$ cat config.mk
export PLATFORM = sky130hd
export DESIGN_NAME = fpu_issue_controller
export DESIGN_NICKNAME = d
export VERILOG_FILES = /design/src/rtl/fpu_issue_controller.sv
export SDC_FILE = /design/constraint.sdc
export NUM_CORES = 1
export LEC_CHECK = 0
export BUFFER_PORTS_ARGS = -buffer_cell sky130_fd_sc_hd__buf_2
export CAP_MARGIN = 30
export CORE_MARGIN = 2
export CORE_UTILIZATION = 43
export CTS_CLUSTER_DIAMETER = 60
export DETAILED_ROUTE_END_ITERATION = 10
export HOLD_SLACK_MARGIN = 0.06
export PLACE_DENSITY_LB_ADDON = 0.15
export SYNTH_ARGS = -nofsm -noshare
export SYNTH_HDL_FRONTEND = slang
export SYNTH_SLANG_ARGS = --single-unit
export TNS_END_PERCENT = 50
$ cat constraint.sdc
create_clock -name clk -period 4 [get_ports clk]
set_clock_uncertainty 0.1 [all_clocks]
set_input_delay 0.6 -clock clk [delete_from_list [all_inputs] [get_ports clk]]
set_output_delay 0.6 -clock clk [all_outputs]
set_load 0.05 [all_outputs]
$ cat src/rtl/fpu_issue_controller.sv
// Issue controller for a multi-cycle fixed-point unit: accepts one request,
// sequences it through execution with minimum-latency and timeout rules, then holds the writeback.
module fpu_issue_controller #(
  parameter int unsigned WIDTH    = 32,
  parameter int unsigned MUL_MIN  = 7,
  parameter int unsigned SQRT_MIN = 36,
  parameter int unsigned TIMEOUT  = 255
) (
  input  logic             clk,
  input  logic             reset,
  input  logic             req_valid,
  output logic             req_ready,
  input  logic [1:0]       req_op,
  input  logic [WIDTH-1:0] req_rs1,
  input  logic [WIDTH-1:0] req_rs2,
  input  logic [4:0]       req_rd,
  output logic [WIDTH-1:0] fpu_operand_1,
  output logic [WIDTH-1:0] fpu_operand_2,
  output logic [1:0]       fpu_operation,
  input  logic [WIDTH-1:0] fpu_result,
  input  logic             fpu_ready,
  output logic             wb_valid,
  input  logic             wb_ready,
  output logic [WIDTH-1:0] wb_data,
  output logic [4:0]       wb_rd,
  output logic             wb_error,
  output logic             busy
);

  localparam int unsigned CNT_W   = 8;
  localparam int unsigned OP_W    = 2;
  localparam int unsigned TAG_W   = 5;

  localparam logic [OP_W-1:0] FPU_ADD  = 2'd0;
  localparam logic [OP_W-1:0] FPU_SUB  = 2'd1;
  localparam logic [OP_W-1:0] FPU_MUL  = 2'd2;
  localparam logic [OP_W-1:0] FPU_SQRT = 2'd3;

  localparam logic [CNT_W-1:0] CNT_MAX   = {CNT_W{1'b1}};
  localparam logic [CNT_W-1:0] MUL_LAT   = CNT_W'(MUL_MIN);
  localparam logic [CNT_W-1:0] SQRT_LAT  = CNT_W'(SQRT_MIN);
  localparam logic [CNT_W-1:0] TIMEOUT_C = CNT_W'(TIMEOUT);

  typedef enum logic [1:0] {
    IDLE = 2'd0,
    EXEC = 2'd1,
    WB   = 2'd2
  } state_e;

  state_e             state_q, state_d;
  logic [CNT_W-1:0]   cnt_q, cnt_d;
  logic [OP_W-1:0]    op_q, op_d;
  logic [WIDTH-1:0]   opnd1_q, opnd1_d;
  logic [WIDTH-1:0]   opnd2_q, opnd2_d;
  logic [OP_W-1:0]    fpu_op_q, fpu_op_d;
  logic               wb_valid_q, wb_valid_d;
  logic [WIDTH-1:0]   wb_data_q, wb_data_d;
  logic [TAG_W-1:0]   wb_rd_q, wb_rd_d;
  logic               wb_error_q, wb_error_d;

  logic [CNT_W-1:0]   min_lat_c;
  logic               done_c;
  logic               timeout_c;

  // Minimum latency for the in-flight op; fpu_ready before this count may be stale.
  always_comb begin
    min_lat_c = '0;
    case (op_q)
      FPU_MUL:  min_lat_c = MUL_LAT;
      FPU_SQRT: min_lat_c = SQRT_LAT;
      FPU_ADD,
      FPU_SUB:  min_lat_c = '0;
      default:  min_lat_c = '0;
    endcase
  end

  assign done_c    = fpu_ready && (cnt_q >= min_lat_c);
  assign timeout_c = (cnt_q == TIMEOUT_C);

  always_ff @(posedge clk or posedge reset) begin
    if (reset) begin
      state_q    <= IDLE;
      cnt_q      <= '0;
      op_q       <= FPU_ADD;
      opnd1_q    <= '0;
      opnd2_q    <= '0;
      fpu_op_q   <= FPU_ADD;
      wb_valid_q <= 1'b0;
      wb_data_q  <= '0;
      wb_rd_q    <= '0;
      wb_error_q <= 1'b0;
    end else begin
      state_q    <= state_d;
      cnt_q      <= cnt_d;
      op_q       <= op_d;
      opnd1_q    <= opnd1_d;
      opnd2_q    <= opnd2_d;
      fpu_op_q   <= fpu_op_d;
      wb_valid_q <= wb_valid_d;
      wb_data_q  <= wb_data_d;
      wb_rd_q    <= wb_rd_d;
      wb_error_q <= wb_error_d;
    end
  end

  // Next-state and registered-output update; completion takes priority over timeout.
  always_comb begin
    state_d    = state_q;
    cnt_d      = cnt_q;
    op_d       = op_q;
    opnd1_d    = opnd1_q;
    opnd2_d    = opnd2_q;
    fpu_op_d   = fpu_op_q;
    wb_valid_d = wb_valid_q;
    wb_data_d  = wb_data_q;
    wb_rd_d    = wb_rd_q;
    wb_error_d = wb_error_q;

    case (state_q)
      IDLE: begin
        if (req_valid) begin
          opnd1_d  = req_rs1;
          opnd2_d  = req_rs2;
          op_d     = req_op;
          fpu_op_d = req_op;
          wb_rd_d  = req_rd;
          cnt_d    = '0;
          state_d  = EXEC;
        end
      end
      EXEC: begin
        if (cnt_q != CNT_MAX) begin
          cnt_d = cnt_q + CNT_W'(1);
        end
        if (done_c) begin
          wb_data_d  = fpu_result;
          wb_error_d = 1'b0;
          wb_valid_d = 1'b1;
          fpu_op_d   = FPU_ADD;
          state_d    = WB;
        end else if (timeout_c) begin
          wb_data_d  = '0;
          wb_error_d = 1'b1;
          wb_valid_d = 1'b1;
          fpu_op_d   = FPU_ADD;
          state_d    = WB;
        end
      end
      WB: begin
        if (wb_ready) begin
          wb_valid_d = 1'b0;
          state_d    = IDLE;
        end
      end
      default: begin
        state_d    = IDLE;
        wb_valid_d = 1'b0;
        fpu_op_d   = FPU_ADD;
      end
    endcase
  end

  assign req_ready     = (state_q == IDLE);
  assign busy          = (state_q != IDLE);
  assign fpu_operand_1 = opnd1_q;
  assign fpu_operand_2 = opnd2_q;
  assign fpu_operation = fpu_op_q;
  assign wb_valid      = wb_valid_q;
  assign wb_data       = wb_data_q;
  assign wb_rd         = wb_rd_q;
  assign wb_error      = wb_error_q;

endmodule

### Word level (Yosys, flattened, before mapping)

Index checks and enable logic that the tools add are counted.

* bitwise operators: 2
* equality and inequality tests: 11
* $lt $le $gt $ge: 1
* muxes and demuxes: 20
* add/subtract/negate cells: 1
* reduce and logical (&&, ||, !) cells: 13

Operator list (count)
* $mux 32: 2
* $pmux 8 s3: 1
* $mux 8: 2
* $pmux 8 s2: 1
* $mux 2: 7
* $pmux 2 s3: 2
* $reduce_and 3->1: 4
* $add 8x1->8 const B: 1
* $eq 8x8->1 const B: 1
* $ge 8x8->1: 1
* $ne 8x8->1 const B: 1
* $eq 2x2->1 const B: 3
* $ne 2x2->1 const B: 3
* $reduce_bool 2->1: 3
* $eq 2x1->1 const B: 2
* $logic_not 2->1: 2
* $mux 1: 4
* $reduce_and 2->1: 2
* $ne 3x3->1 const B: 1
* $pmux 1 s3: 1
* $not 1->1: 2
* $reduce_or 2->1: 1
* $logic_and 1x1->1: 1

* bits in registers: 117
* logic and storage cells: 58

### Logic depth before layout (Yosys ltp)

Gate-level depths: netlist (run 1).

* depth after elaboration: 7
* mapped depth: 9

### Worst setup path before layout (run 1)

No wires, ideal clock.

* kind: reg2out
* start: reg state_q[0]
* end: out busy
* path buffers: 0
* slack: 1983 ps
* cell stages (with the launch flop): 3
* arrival time: 1317 ps
* cell sequence: dfrtp_1 -> nor2_2 -> inv_1

* word-level cells in the longest chain between the ends: 1

RTL lines
* start: declaration: RTL line 50 `state_e state_q, state_d;`
* start signal: assignment: RTL line 93 `state_q <= state_d;`
* $reduce_bool 2->1: RTL line 164 `assign busy = (state_q != IDLE);`
* end: declaration: RTL line 27 `output logic busy`

No other way between the ends.

### Worst setup path after layout (run 1)

* start: reg op_q[0]
* end: reg wb_data_q[10] (netlist: wb_data[10])

* word-level cells in the longest chain between the ends: 7
* elaborated cells between the ends (all ways): 11
* classes of those cells: order compare: 1; eq/ne: 3; mux: 2; reduce/logical: 5

RTL lines
* start: declaration: RTL line 52 `logic [OP_W-1:0] op_q, op_d;`
* start signal: assignment: RTL line 95 `op_q <= op_d;`
* $eq 2x1->1 or $logic_not 2->1 (tied branches): RTL line 68 `case (op_q)`
* $reduce_or 2->1: RTL line 68
* $pmux 8 s3 (*): RTL line 68
* $ge 8x8->1 (*): RTL line 77 `assign done_c = fpu_ready && (cnt_q >= min_lat_c);`
* $logic_and 1x1->1 (*): RTL line 77
* $reduce_bool 2->1 (no line)
* $reduce_and 2->1 (no line)
* end signal: assignment: RTL line 100 `wb_data_q <= wb_data_d;`
* end: declaration: RTL line 57 `logic [WIDTH-1:0] wb_data_q, wb_data_d;`

Mark *: on every way between the ends. The rest lies on a longest branch, timed or not. The select of a mux whose other input is x is not followed.
A chain may end at the register's enable or synchronous reset.

==> results of run 1 <==
stage by stage:
stage / util (%) / cell area [um^2] / setup WS [ns] / cells
global route: 61.4 / 6720 / 1.57 / 893
floorplan: - / 4870 / 0.199 / 524
global placement: 55.3 / 6050 / 1.81 / 860
CTS: 61.4 / 6720 / 1.75 / 893
detailed placement: 55.6 / 6080 / 1.77 / 861
finish: 61.4 / 6720 / 1.75 / 893
flip-flops by register name, summed over array words and instances, names as in the netlist, 2 cells and up:
signal	cells
wb_data	32
fpu_operand_2	32
cnt_q	8
fpu_operation	2
state_q	2
wb_rd	5
op_q	2
fpu_operand_1	32
worst max path at each step:
stage	endpoint	slack, ns	cells past startpoint
4_1_cts	wb_data[18]	1.75	8
6_report	wb_data[10]	1.75	8
2_1_floorplan	cnt_q[0]	0.20	1
5_1_grt	wb_data[11]	1.57	8
3_5_place_dp	fpu_operand_2[13]	1.77	5
3_3_place_gp	fpu_operand_2[13]	1.81	5
layer usage:
| metal | part of all wire [%] | up-vias | track usage, % |
|---|---|---|---|
| li1 | - | 2073 | - |
| met1 | 43 | 1930 | 26.6 |
| met2 | 46 | 162 | 32.3 |
| met3 | 9.5 | 21 | 9.00 |
| met4 | 1.6 | 0 | 8.00 |
| met5 | 0 | - | 0 |
cells in the final DEF (no fill, tap or decap), types with 4 or more instances in the layout:
cell type	instances
sky130_fd_sc_hd__mux2i_1	34
sky130_fd_sc_hd__dfrtp_1	117
sky130_fd_sc_hd__clkbuf_16	17
sky130_fd_sc_hd__o21ai_0	9
sky130_fd_sc_hd__bufinv_16	5
sky130_fd_sc_hd__ha_1	5
sky130_fd_sc_hd__buf_4	6
sky130_fd_sc_hd__a21oi_1	5
sky130_fd_sc_hd__inv_1	38
sky130_fd_sc_hd__buf_2	214
sky130_fd_sc_hd__clkbuf_1	4
sky130_fd_sc_hd__nand3_1	5
sky130_fd_sc_hd__nand2_1	252
final cells by class:
class                      count  area, um^2  area share (%)
inverter                      39         149            2.22
multi-input combinational    344        1680            25.0
sequential                   117        2930            43.6
timing repair buffer         221        1140            17.0
clock buffer                  23         468            6.97
tap                          140         175            2.61
clock inverter                 9         174            2.59
critical path: stages (launching register included):
cell and delay, ns:
sky130_fd_sc_hd__dfrtp_1 0.38, sky130_fd_sc_hd__nand2b_1 0.16, sky130_fd_sc_hd__inv_1 0.06, sky130_fd_sc_hd__ha_1 0.22, sky130_fd_sc_hd__nor3b_1 0.22, sky130_fd_sc_hd__o211ai_1 0.17, sky130_fd_sc_hd__nand4_1 0.12, sky130_fd_sc_hd__buf_4 0.47
sky130_fd_sc_hd__mux2i_1 0.26
logic make-up (layout without fill, tap and decap cells):
kind of cell	after synthesis	after routing	share of synthesized area [%]
and+or+nand+nor	281	281	23.1
adders and majority gates	5	5	1.29
muxes	34	34	6.99
AOI/OAI and AO/OA	24	24	3.06
DFF	117	117	60.1
buffers and inverters	63	292	5.42
==> results by group, run 1 <==
Outcome
  • Result of the run: completed

Global route
  • Overall global routing resource usage: 21.1%
  • Initial antenna violation count: 1
  • Largest net degree at the start of global routing: 48
  • Sum of overflow across all layers after global routing: 0
  • Global-route wire length before repair: 20800 um
  • Via count of the first global-routing pass: 4269

Yosys
  • Share of flip-flops with an asynchronous set or reset after synthesis: 100%
  • Number of synthesized flops with an enable pin: 0
  • Cell with the most instances after synthesis: sky130_fd_sc_hd__nand2_1
  • Post-Syn Area: 0.00487 mm^2
  • Most used DFF post-synth: sky130_fd_sc_hd__dfrtp_1
  • Synthesized area divided by synthesized cell count: 9.29 um^2
  • Synthesized instance count: 524
  • Portion of synthesized cell area occupied by the leading cell type: 60.1%
  • Most used standard cells in the synthesized netlist: sky130_fd_sc_hd__nand2_1 (253), sky130_fd_sc_hd__dfrtp_1 (117), sky130_fd_sc_hd__inv_1 (39)
  • Number of nets in the synthesized netlist: 637
  • Synth area leader: sky130_fd_sc_hd__dfrtp_1
  • Number of distinct standard cells referenced by the synthesized netlist: 31
  • Post-synthesis register bit count: 117
  • Synthesis Warnings: 0
  • Top area cells in the synthesized netlist: sky130_fd_sc_hd__dfrtp_1 (60%), sky130_fd_sc_hd__nand2_1 (20%), sky130_fd_sc_hd__mux2i_1 (7.0%)
  • Sequential fraction of the synthesis area: 60.1%

Critical path
  • Maximum fanout along the worst path: 35
  • WS Path Type: reg -> reg
  • Crit Reg-Reg Endpoint: wb_data[10]
  • RR Startpoint: op_q[0]
  • Crit path launch: op_q[0]
  • Arrival time reported for the critical path endpoint: 2.47 ns
  • Kind of start point of the critical path: flip-flop
  • Critical path data required time: 4.22 ns
  • Reg2reg setup slack: 1.75 ns
  • Path depth of the worst reg2reg path: 8
  • Endpoint type of the worst setup path: flip-flop

Routing
  • Wire length reported by the detailed router: 12400 um
  • Drt first pass iters: 5
  • Detail-routed net length per standard cell: 13.9 um
  • Vias/cell: 4.69
  • Starting DRC count in detailed routing: 190
  • ANT nets after route: 0
  • Drt drc: 0
  • Via count: 4186

Flow run
  • Maximum capacitance violations: 0

Timing
  • RSZ-0062 raised after global routing: no
  • Share of the clock period used by the worst path: 56.4%
  • Worst slew pin tran: 0.663 ns
  • Slew margin rel.: 55.7%
  • Setup TNS: 0 ns
  • Final critical delay including setup and external delays: 2.25 ns
  • Timing-limited maximum frequency: 444 MHz
  • Number of hold violations in the final report: 0
  • Max Transition Viols Final: 0
  • Post-Route Hold Slack: 0.166 ns
  • Number of setup violations in the final report: 0

Finish
  • Ratio of cells with drive above 1 in the final layout: 33.9%
  • FILL cells: 972
  • Area growth from synthesis to layout: 38.0%
  • Net count, final: 853
  • Diode insertion count for antenna repair: 0

Place
  • Detailed placement HPWL: 8770 um
  • GP Congestion: 0.776
  • Input/output buffers: 214

Clock tree
  • Post-CTS setup buffer count: 0
  • Clock Tree Buf Depth: 2
  • Resize count post-CTS: 0
  • Library cell used as clock root buffer: sky130_fd_sc_hd__clkbuf_16
  • # hold bufs at CTS: 0
  • Number of buffers created by CTS: 17
  • Maximum level of the CTS H-tree: 4
  • Clk_lat worst skew: 0.40 ns
  • TritonCTS clock tree: done
  • Clock sinks: 117
  • Clock transition at the registers of the reported paths: 0.05 ns

Floorplanning
  • Row cnt: 38
  • Boundary Pins: 215
  • Placeable core region: 0.0109 mm^2
  • Die Width: 110 um
  • Die height: 110 um
  • Total die area: 0.0122 mm^2
  • Initial core utilization: 44.5%

Hold path
  • Type of the most critical hold path: in -> async
Power of run 1 is not shown: default switching activity piles up to over one toggle a cycle in this logic, so the estimate is an artifact.
==> run 2: changes to the inputs <==
clock period = 2 ns   (was 4 ns; I/O delays follow)
==> run 2 against run 1 <==
  * Critical path type unchanged
  * Die area did not move
  * Non-clock buffer count is 117 higher
  * Sequential share of layout area down 7.0 points
  * Flip-flop and latch count did not move
  * Wire length is 21% higher
  * First-iteration DRC count up 15%
  * Via count increased by 14%
  * The run now ends with setup timing left
  * Register-to-register slack got worse by 1.8 ns
==> results by group, run 2 (same netlist as run 1, synthesis figures left out) <==
Timing
  • Max Transition Viols Final: 0
  • Number of hold violations in the final report: 0
  • Number of setup violations in the final report: 28
  • Worst Setup Slack, final: -0.0568 ns
  • Final critical delay including setup and external delays: 2.06 ns
  • Share of the clock period used by the worst path: 103%
  • Slew margin rel.: 54.7%
  • Worst slew pin tran: 0.679 ns
  • Timing-limited maximum frequency: 486 MHz
  • RSZ-0062 raised after global routing: yes

Floorplanning
  • Initial core utilization: 44.5%
  • Die Width: 110 um
  • Boundary Pins: 215
  • Row cnt: 38
  • Placeable core region: 0.0109 mm^2
  • Total die area: 0.0122 mm^2
  • Die height: 110 um

Outcome
  • Failing checks: setup timing
  • Result of the run: complete, but fails checks

Clock tree
  • Clock Tree Buf Depth: 2
  • Maximum level of the CTS H-tree: 4
  • TritonCTS clock tree: done
  • Clock transition at the registers of the reported paths: 0.05 ns
  • Clock sinks: 117
  • Clk_lat worst skew: 0.40 ns
  • Library cell used as clock root buffer: sky130_fd_sc_hd__clkbuf_16
  • Number of buffers created by CTS: 17

Routing
  • Drt drc: 0
  • Detail-routed net length per standard cell: 14.9 um
  • Drt first pass iters: 4
  • ANT nets after route: 0
  • Vias/cell: 4.74
  • Wire length reported by the detailed router: 15000 um
  • Starting DRC count in detailed routing: 218
  • Via count: 4785

Place
  • GP Congestion: 0.791
  • Pre-CTS setup slack: -0.0487 ns
  • Detailed placement HPWL: 8450 um
  • Placed Instance Area: 0.00613 mm^2
  • Input/output buffers: 214

Critical path
  • Kind of start point of the critical path: flip-flop
  • Arrival time reported for the critical path endpoint: 2.27 ns
  • Buffers & Inverters on Critical Path: 2
  • Crit-path cells: nand2b_4 > ha_1 > o21ai_0 > o211ai_1 > nand4_1 > buf_6 > buf_12 > mux2i_2
  • Endpoint type of the worst setup path: flip-flop
  • Family with the most delay on the worst path: flip-flops
  • WS Path Type: reg -> reg
  • Maximum fanout along the worst path: 5
  • Peak per-stage delay on the critical path: 0.38 ns
  • Critical path data required time: 2.22 ns
  • Crit-path slowest cell: sky130_fd_sc_hd__dfrtp_1

Power and ir drop
  • Cell internal pwr: 7.69 mW
  • Static leakage power: 4.58 nW
  • Fraction of power consumed by the clock network: 19.0%
  • Part of the total power dissipated in sequential elements: 26.9%
  • Switching fraction of total power: 50.1%
  • Max IR drop VDD: 1600 uV
  • Fraction of power consumed by combinational cells: 54.1%
  • Net Switching: 7.72 mW
  • Power per Cell Area: 1920 mW/mm^2

Finish
  • Top library cells by usage in the layout, fill and taps aside: sky130_fd_sc_hd__nand2_1 (252), sky130_fd_sc_hd__buf_2 (214), sky130_fd_sc_hd__dfrtp_1 (117), sky130_fd_sc_hd__dlygate4sd3_1 (104), sky130_fd_sc_hd__inv_1 (37)
  • Ratio of cells with drive above 1 in the final layout: 32.2%
  • Net count, final: 970
  • Most frequent standard cell in the layout excluding fill and tap cells: sky130_fd_sc_hd__nand2_1
  • Diode insertion count for antenna repair: 0
  • Area growth from synthesis to layout: 64.6%
  • FILL cells: 775
  • Storage element area: 0.00293 mm^2
  • Multi-input gate area: 0.00174 mm^2
  • Area of all placed cells without fillers: 0.00801 mm^2

Flow run
  • Maximum capacitance violations: 0

Global route
  • Overall global routing resource usage: 25.1%
  • Initial antenna violation count: 0
  • Global-route wire length before repair: 24700 um
  • Via count of the first global-routing pass: 5117
  • Sum of overflow across all layers after global routing: 0
  • Largest net degree at the start of global routing: 118

Hold path
  • Type of the most critical hold path: in -> reg
==> run 2: cell types whose count changed in the layout (fill, tap and decap cells not counted), sizes merged <==
cell / previous run / this run
clkinvlp: 0 / 5
inv: 39 / 38
buf: 221 / 230
dlygate4sd3: 0 / 104
bufinv: 5 / 2
clkbuf: 23 / 24
clkinv: 4 / 6
==> run 2: path summary, 6_finish.rpt <==
| kind | start | end | slack [ns] | depth (start not counted) |
|---|---|---|---|---|
| max in group asynchronous | reset | cnt_q[6] | 0.75 | 4 |
| setup / recovery | op_q[0] | wb_data[28] | -0.06 | 8 |
| setup reg to reg | op_q[0] | wb_data[28] | -0.06 | 8 |
| hold reg to reg | fpu_operand_1[3] | fpu_operand_1[3] | 0.37 | 2 |
| hold / removal | wb_ready | state_q[1] | 0.09 | 4 |
| min in group asynchronous | reset | wb_data[6] | 0.48 | 4 |
==> run 2: area by class of cell <==
type,count,share of cell area [%]
Clock inverter,12,1.64
Timing Repair Buffer,338,30.5
Sequential cell,117,36.5
Tap cell,140,2.19
Inverter,39,1.87
Clock buffer,20,5.58
Multi-Input combinational cell,344,21.7
==> run 2: layer usage <==
metal | vias to the layer above | track usage, % | share of wire, %
li1 | 2298 | - | -
met1 | 2261 | 28.9 | 39
met2 | 187 | 43.4 | 51
met3 | 39 | 7.74 | 6.6
met4 | 0 | 10.8 | 3.0
met5 | - | 0 | 0
==> run 2: power groups by stage <==
stage,combinational (mW),clock [mW],sequential (mW)
5_1_grt,8.84,3.10,4.29
3_5_place_dp,7.53,0,4.12
2_1_floorplan,2.07,0,7.73
3_3_place_gp,7.39,0,4.09
6_report,8.35,2.93,4.14
4_1_cts,7.91,2.98,4.12
==> run 2: stage by stage <==
step | std cells | utilization [%] | hold WS (ns) | TNS [ns] | power [mW]
final | 1010 | 73.3 | 0.0944 | -0.640 | 15.4
after global routing | 1010 | 73.3 | 0.0931 | -5.51 | 16.2
after CTS | 1003 | 71.6 | 0.0824 | 0 | 15.0
after floorplan | 524 | - | 0.305 | 0 | 9.79
after global placement | 862 | 56.0 | 0.353 | 0 | 11.5
after detailed placement | 862 | 56.0 | 0.356 | -0.393 | 11.6
==> run 2: repair_timing <==
action / 4_1_cts / 5_1_grt
cloned: 2 / 4
pin swaps: 2 / 4
setup buffers: 3 / 3
resized for setup: 3 / 14
endpoints found under the hold margin: 220 / 0
hold buffers: 104 / 0
endpoints found under the setup margin: 33 / 44
==> run 2: worst register-to-register path, cell delays in order, from the launching register on <==
cell                       delay, ns
sky130_fd_sc_hd__dfrtp_1        0.38
sky130_fd_sc_hd__nand2b_4       0.15
sky130_fd_sc_hd__ha_1           0.27
sky130_fd_sc_hd__o21ai_0        0.20
sky130_fd_sc_hd__o211ai_1       0.14
sky130_fd_sc_hd__nand4_1        0.18
sky130_fd_sc_hd__buf_6          0.19
sky130_fd_sc_hd__buf_12         0.14
sky130_fd_sc_hd__mux2i_2        0.22
Note: power is estimated with default switching activity, not from simulation.
==> run 3: changes to the inputs <==
SETUP_SLACK_MARGIN = 0.1   (was unset)
TNS_END_PERCENT = 30   (was 50)
==> run 3 against run 2 <==
  * The run still ends with setup timing left
  * Non-clock buffer count decreased by 2
  * Critical path type unchanged
  * Wire length shrank 1.1%
  * Sequential share of layout area increased by 0.16 points
  * Via count is 0.67% lower
  * Clock power is essentially flat
  * Cell area decreased by 0.44%
  * Core utilization fell by 0.32 points
  * Clock-buffer cell count is the same
  * Worst hold slack improved by 0.0041 ns
==> results by group, run 3 (same netlist as run 1, synthesis figures left out) <==
Timing
  • Worst slew pin tran: 0.673 ns
  • Max Transition Viols Final: 0
  • Worst Setup Slack, final: -0.00900 ns
  • Number of setup violations in the final report: 1
  • Number of hold violations in the final report: 0
  • Slew margin rel.: 55.1%
  • Final critical delay including setup and external delays: 2.01 ns
  • Share of the clock period used by the worst path: 100%
  • RSZ-0062 raised after global routing: yes
  • Timing-limited maximum frequency: 498 MHz

Global route
  • Via count of the first global-routing pass: 5114
  • Initial antenna violation count: 0
  • Largest net degree at the start of global routing: 118
  • Overall global routing resource usage: 25.3%
  • Sum of overflow across all layers after global routing: 0
  • Global-route wire length before repair: 24800 um

Critical path
  • WS Path Type: reg -> reg
  • Crit Reg-Reg Endpoint: wb_data[28]
  • Crit-path slowest cell: sky130_fd_sc_hd__dfrtp_1
  • Buffers & Inverters on Critical Path: 3
  • Path depth of the worst reg2reg path: 9
  • RR Startpoint: op_q[0]
  • Arrival time reported for the critical path endpoint: 2.22 ns
  • Critical path data required time: 2.22 ns
  • Peak per-stage delay on the critical path: 0.38 ns
  • Endpoint type of the worst setup path: flip-flop
  • Family with the most delay on the worst path: simple AND/OR/NAND/NOR gates
  • Maximum fanout along the worst path: 5
  • Reg2reg setup slack: -0.009 ns
  • Kind of start point of the critical path: flip-flop
  • Crit-path cells: nand2b_4 > inv_2 > ha_4 > nor3b_2 > o211ai_1 > nand4_1 > buf_6 > buf_12 > mux2i_2

Routing
  • Starting DRC count in detailed routing: 226
  • Drt first pass iters: 4
  • Detail-routed net length per standard cell: 14.8 um
  • Wire length reported by the detailed router: 14900 um
  • Via count: 4753
  • Vias/cell: 4.72
  • Drt drc: 0
  • ANT nets after route: 0

Clock tree
  • TritonCTS clock tree: done
  • Clock transition at the registers of the reported paths: 0.05 ns
  • Maximum level of the CTS H-tree: 4
  • Clock sinks: 117
  • Library cell used as clock root buffer: sky130_fd_sc_hd__clkbuf_16
  • Number of buffers created by CTS: 17
  • Clock Tree Buf Depth: 2
  • Clk_lat worst skew: 0.40 ns

Hold path
  • Hold Crit Depth: 4
  • Type of the most critical hold path: in -> reg
  • End point of the worst hold path: state_q[1]
  • Source of the worst hold timing path: wb_ready

Floorplanning
  • Boundary Pins: 215
  • Die height: 110 um
  • Row cnt: 38
  • Total die area: 0.0122 mm^2
  • Die Width: 110 um
  • Placeable core region: 0.0109 mm^2
  • Initial core utilization: 44.5%

Finish
  • Storage element area: 0.00293 mm^2
  • Multi-input gate area: 0.00174 mm^2
  • Ratio of cells with drive above 1 in the final layout: 32.1%
  • FILL cells: 778
  • Top library cells by usage in the layout, fill and taps aside: sky130_fd_sc_hd__nand2_1 (252), sky130_fd_sc_hd__buf_2 (214), sky130_fd_sc_hd__dfrtp_1 (117), sky130_fd_sc_hd__dlygate4sd3_1 (104), sky130_fd_sc_hd__inv_1 (37)
  • Most frequent standard cell in the layout excluding fill and tap cells: sky130_fd_sc_hd__nand2_1
  • Final core area utilization: 72.9%
  • Diode insertion count for antenna repair: 0
  • Net count, final: 968
  • Area growth from synthesis to layout: 63.8%

Power and ir drop
  • Net Switching: 7.70 mW
  • Cell internal pwr: 7.63 mW
  • Tot Pwr: 15.3 mW
  • Switching fraction of total power: 50.3%
  • Power per Cell Area: 1920 mW/mm^2
  • Fraction of power consumed by the clock network: 19.1%
  • Max IR drop VDD: 1600 uV
  • Part of the total power dissipated in sequential elements: 27.0%
  • Fraction of power consumed by combinational cells: 53.9%
  • Static leakage power: 4.56 nW

Place
  • Detailed placement HPWL: 8450 um
  • Pre-CTS setup slack: -0.0487 ns
  • GP Congestion: 0.791
  • Input/output buffers: 214

Flow run
  • Maximum capacitance violations: 0

Outcome
  • Failing checks: setup timing
  • Result of the run: complete, but fails checks
==> run 3: routing by layer <==
| layer | up-vias | share of wire (%) | wire, um | global-route usage [%] |
|---|---|---|---|---|
| met2 | 171 | 51 | 7640 | 43.3 |
| li1 | 2291 | - | - | - |
| met3 | 36 | 6.3 | 944 | 7.52 |
| met1 | 2255 | 40 | 5880 | 29.3 |
| met4 | 0 | 2.7 | 404 | 11.1 |
| met5 | - | 0 | 0 | 0 |
==> run 3: cell type report <==
cell class,instances,area share [%]
Timing Repair Buffer,336,30.2
Clock buffer,20,5.60
Multi-Input combinational cell,344,21.8
Tap cell,140,2.20
Inverter,39,1.88
Sequential cell,117,36.7
Clock inverter,12,1.65
==> run 3: worst max path at each step <==
stage	slack, ns	start	cells past startpoint	endpoint
4_1_cts	0.04	cnt_q[0]	5	cnt_q[5]
3_3_place_gp	0.08	cnt_q[0]	5	cnt_q[7]
3_5_place_dp	-0.05	op_q[0]	8	wb_data[28]
2_1_floorplan	0.08	op_q[0]	9	wb_data[10]
6_report	-0.009	op_q[0]	9	wb_data[28]
5_1_grt	-0.11	op_q[0]	9	wb_data[28]
==> run 3: worst min-delay path, cell delays in order <==
cell                      delay, ns
sky130_fd_sc_hd__buf_2         0.10
sky130_fd_sc_hd__nor2_1        0.04
sky130_fd_sc_hd__nand2_1       0.05
sky130_fd_sc_hd__nand3_1       0.07
==> run 3: metrics by stage <==
stage	std cells	cell area (um^2)	hold WS (ns)	setup TNS, ns
6_report	1008	7980	0.0985	-0.00900
5_1_grt	1008	7980	0.0944	-2.83
3_3_place_gp	862	6130	0.353	0
2_1_floorplan	524	4870	0.305	0
4_1_cts	1005	7880	0.0824	0
3_5_place_dp	862	6130	0.356	-0.393
==> run 3: power groups by stage <==
| stage | registers [mW] | logic (mW) | clock network [mW] |
|---|---|---|---|
| floorplan | 7.73 | 2.07 | 0 |
| global placement | 4.09 | 7.39 | 0 |
| detailed placement | 4.12 | 7.53 | 0 |
| CTS | 4.12 | 8.01 | 2.98 |
| global route | 4.29 | 8.74 | 3.10 |
| finish | 4.14 | 8.27 | 2.93 |
==> run 3: repair_timing <==
item	4_1_cts	5_1_grt
pin swaps	2	6
hold buffers	104	0
cloned	3	2
buffers inserted	4	1
setup endpoints to repair	41	44
resized for setup	8	10
endpoints found under the hold margin	220	0
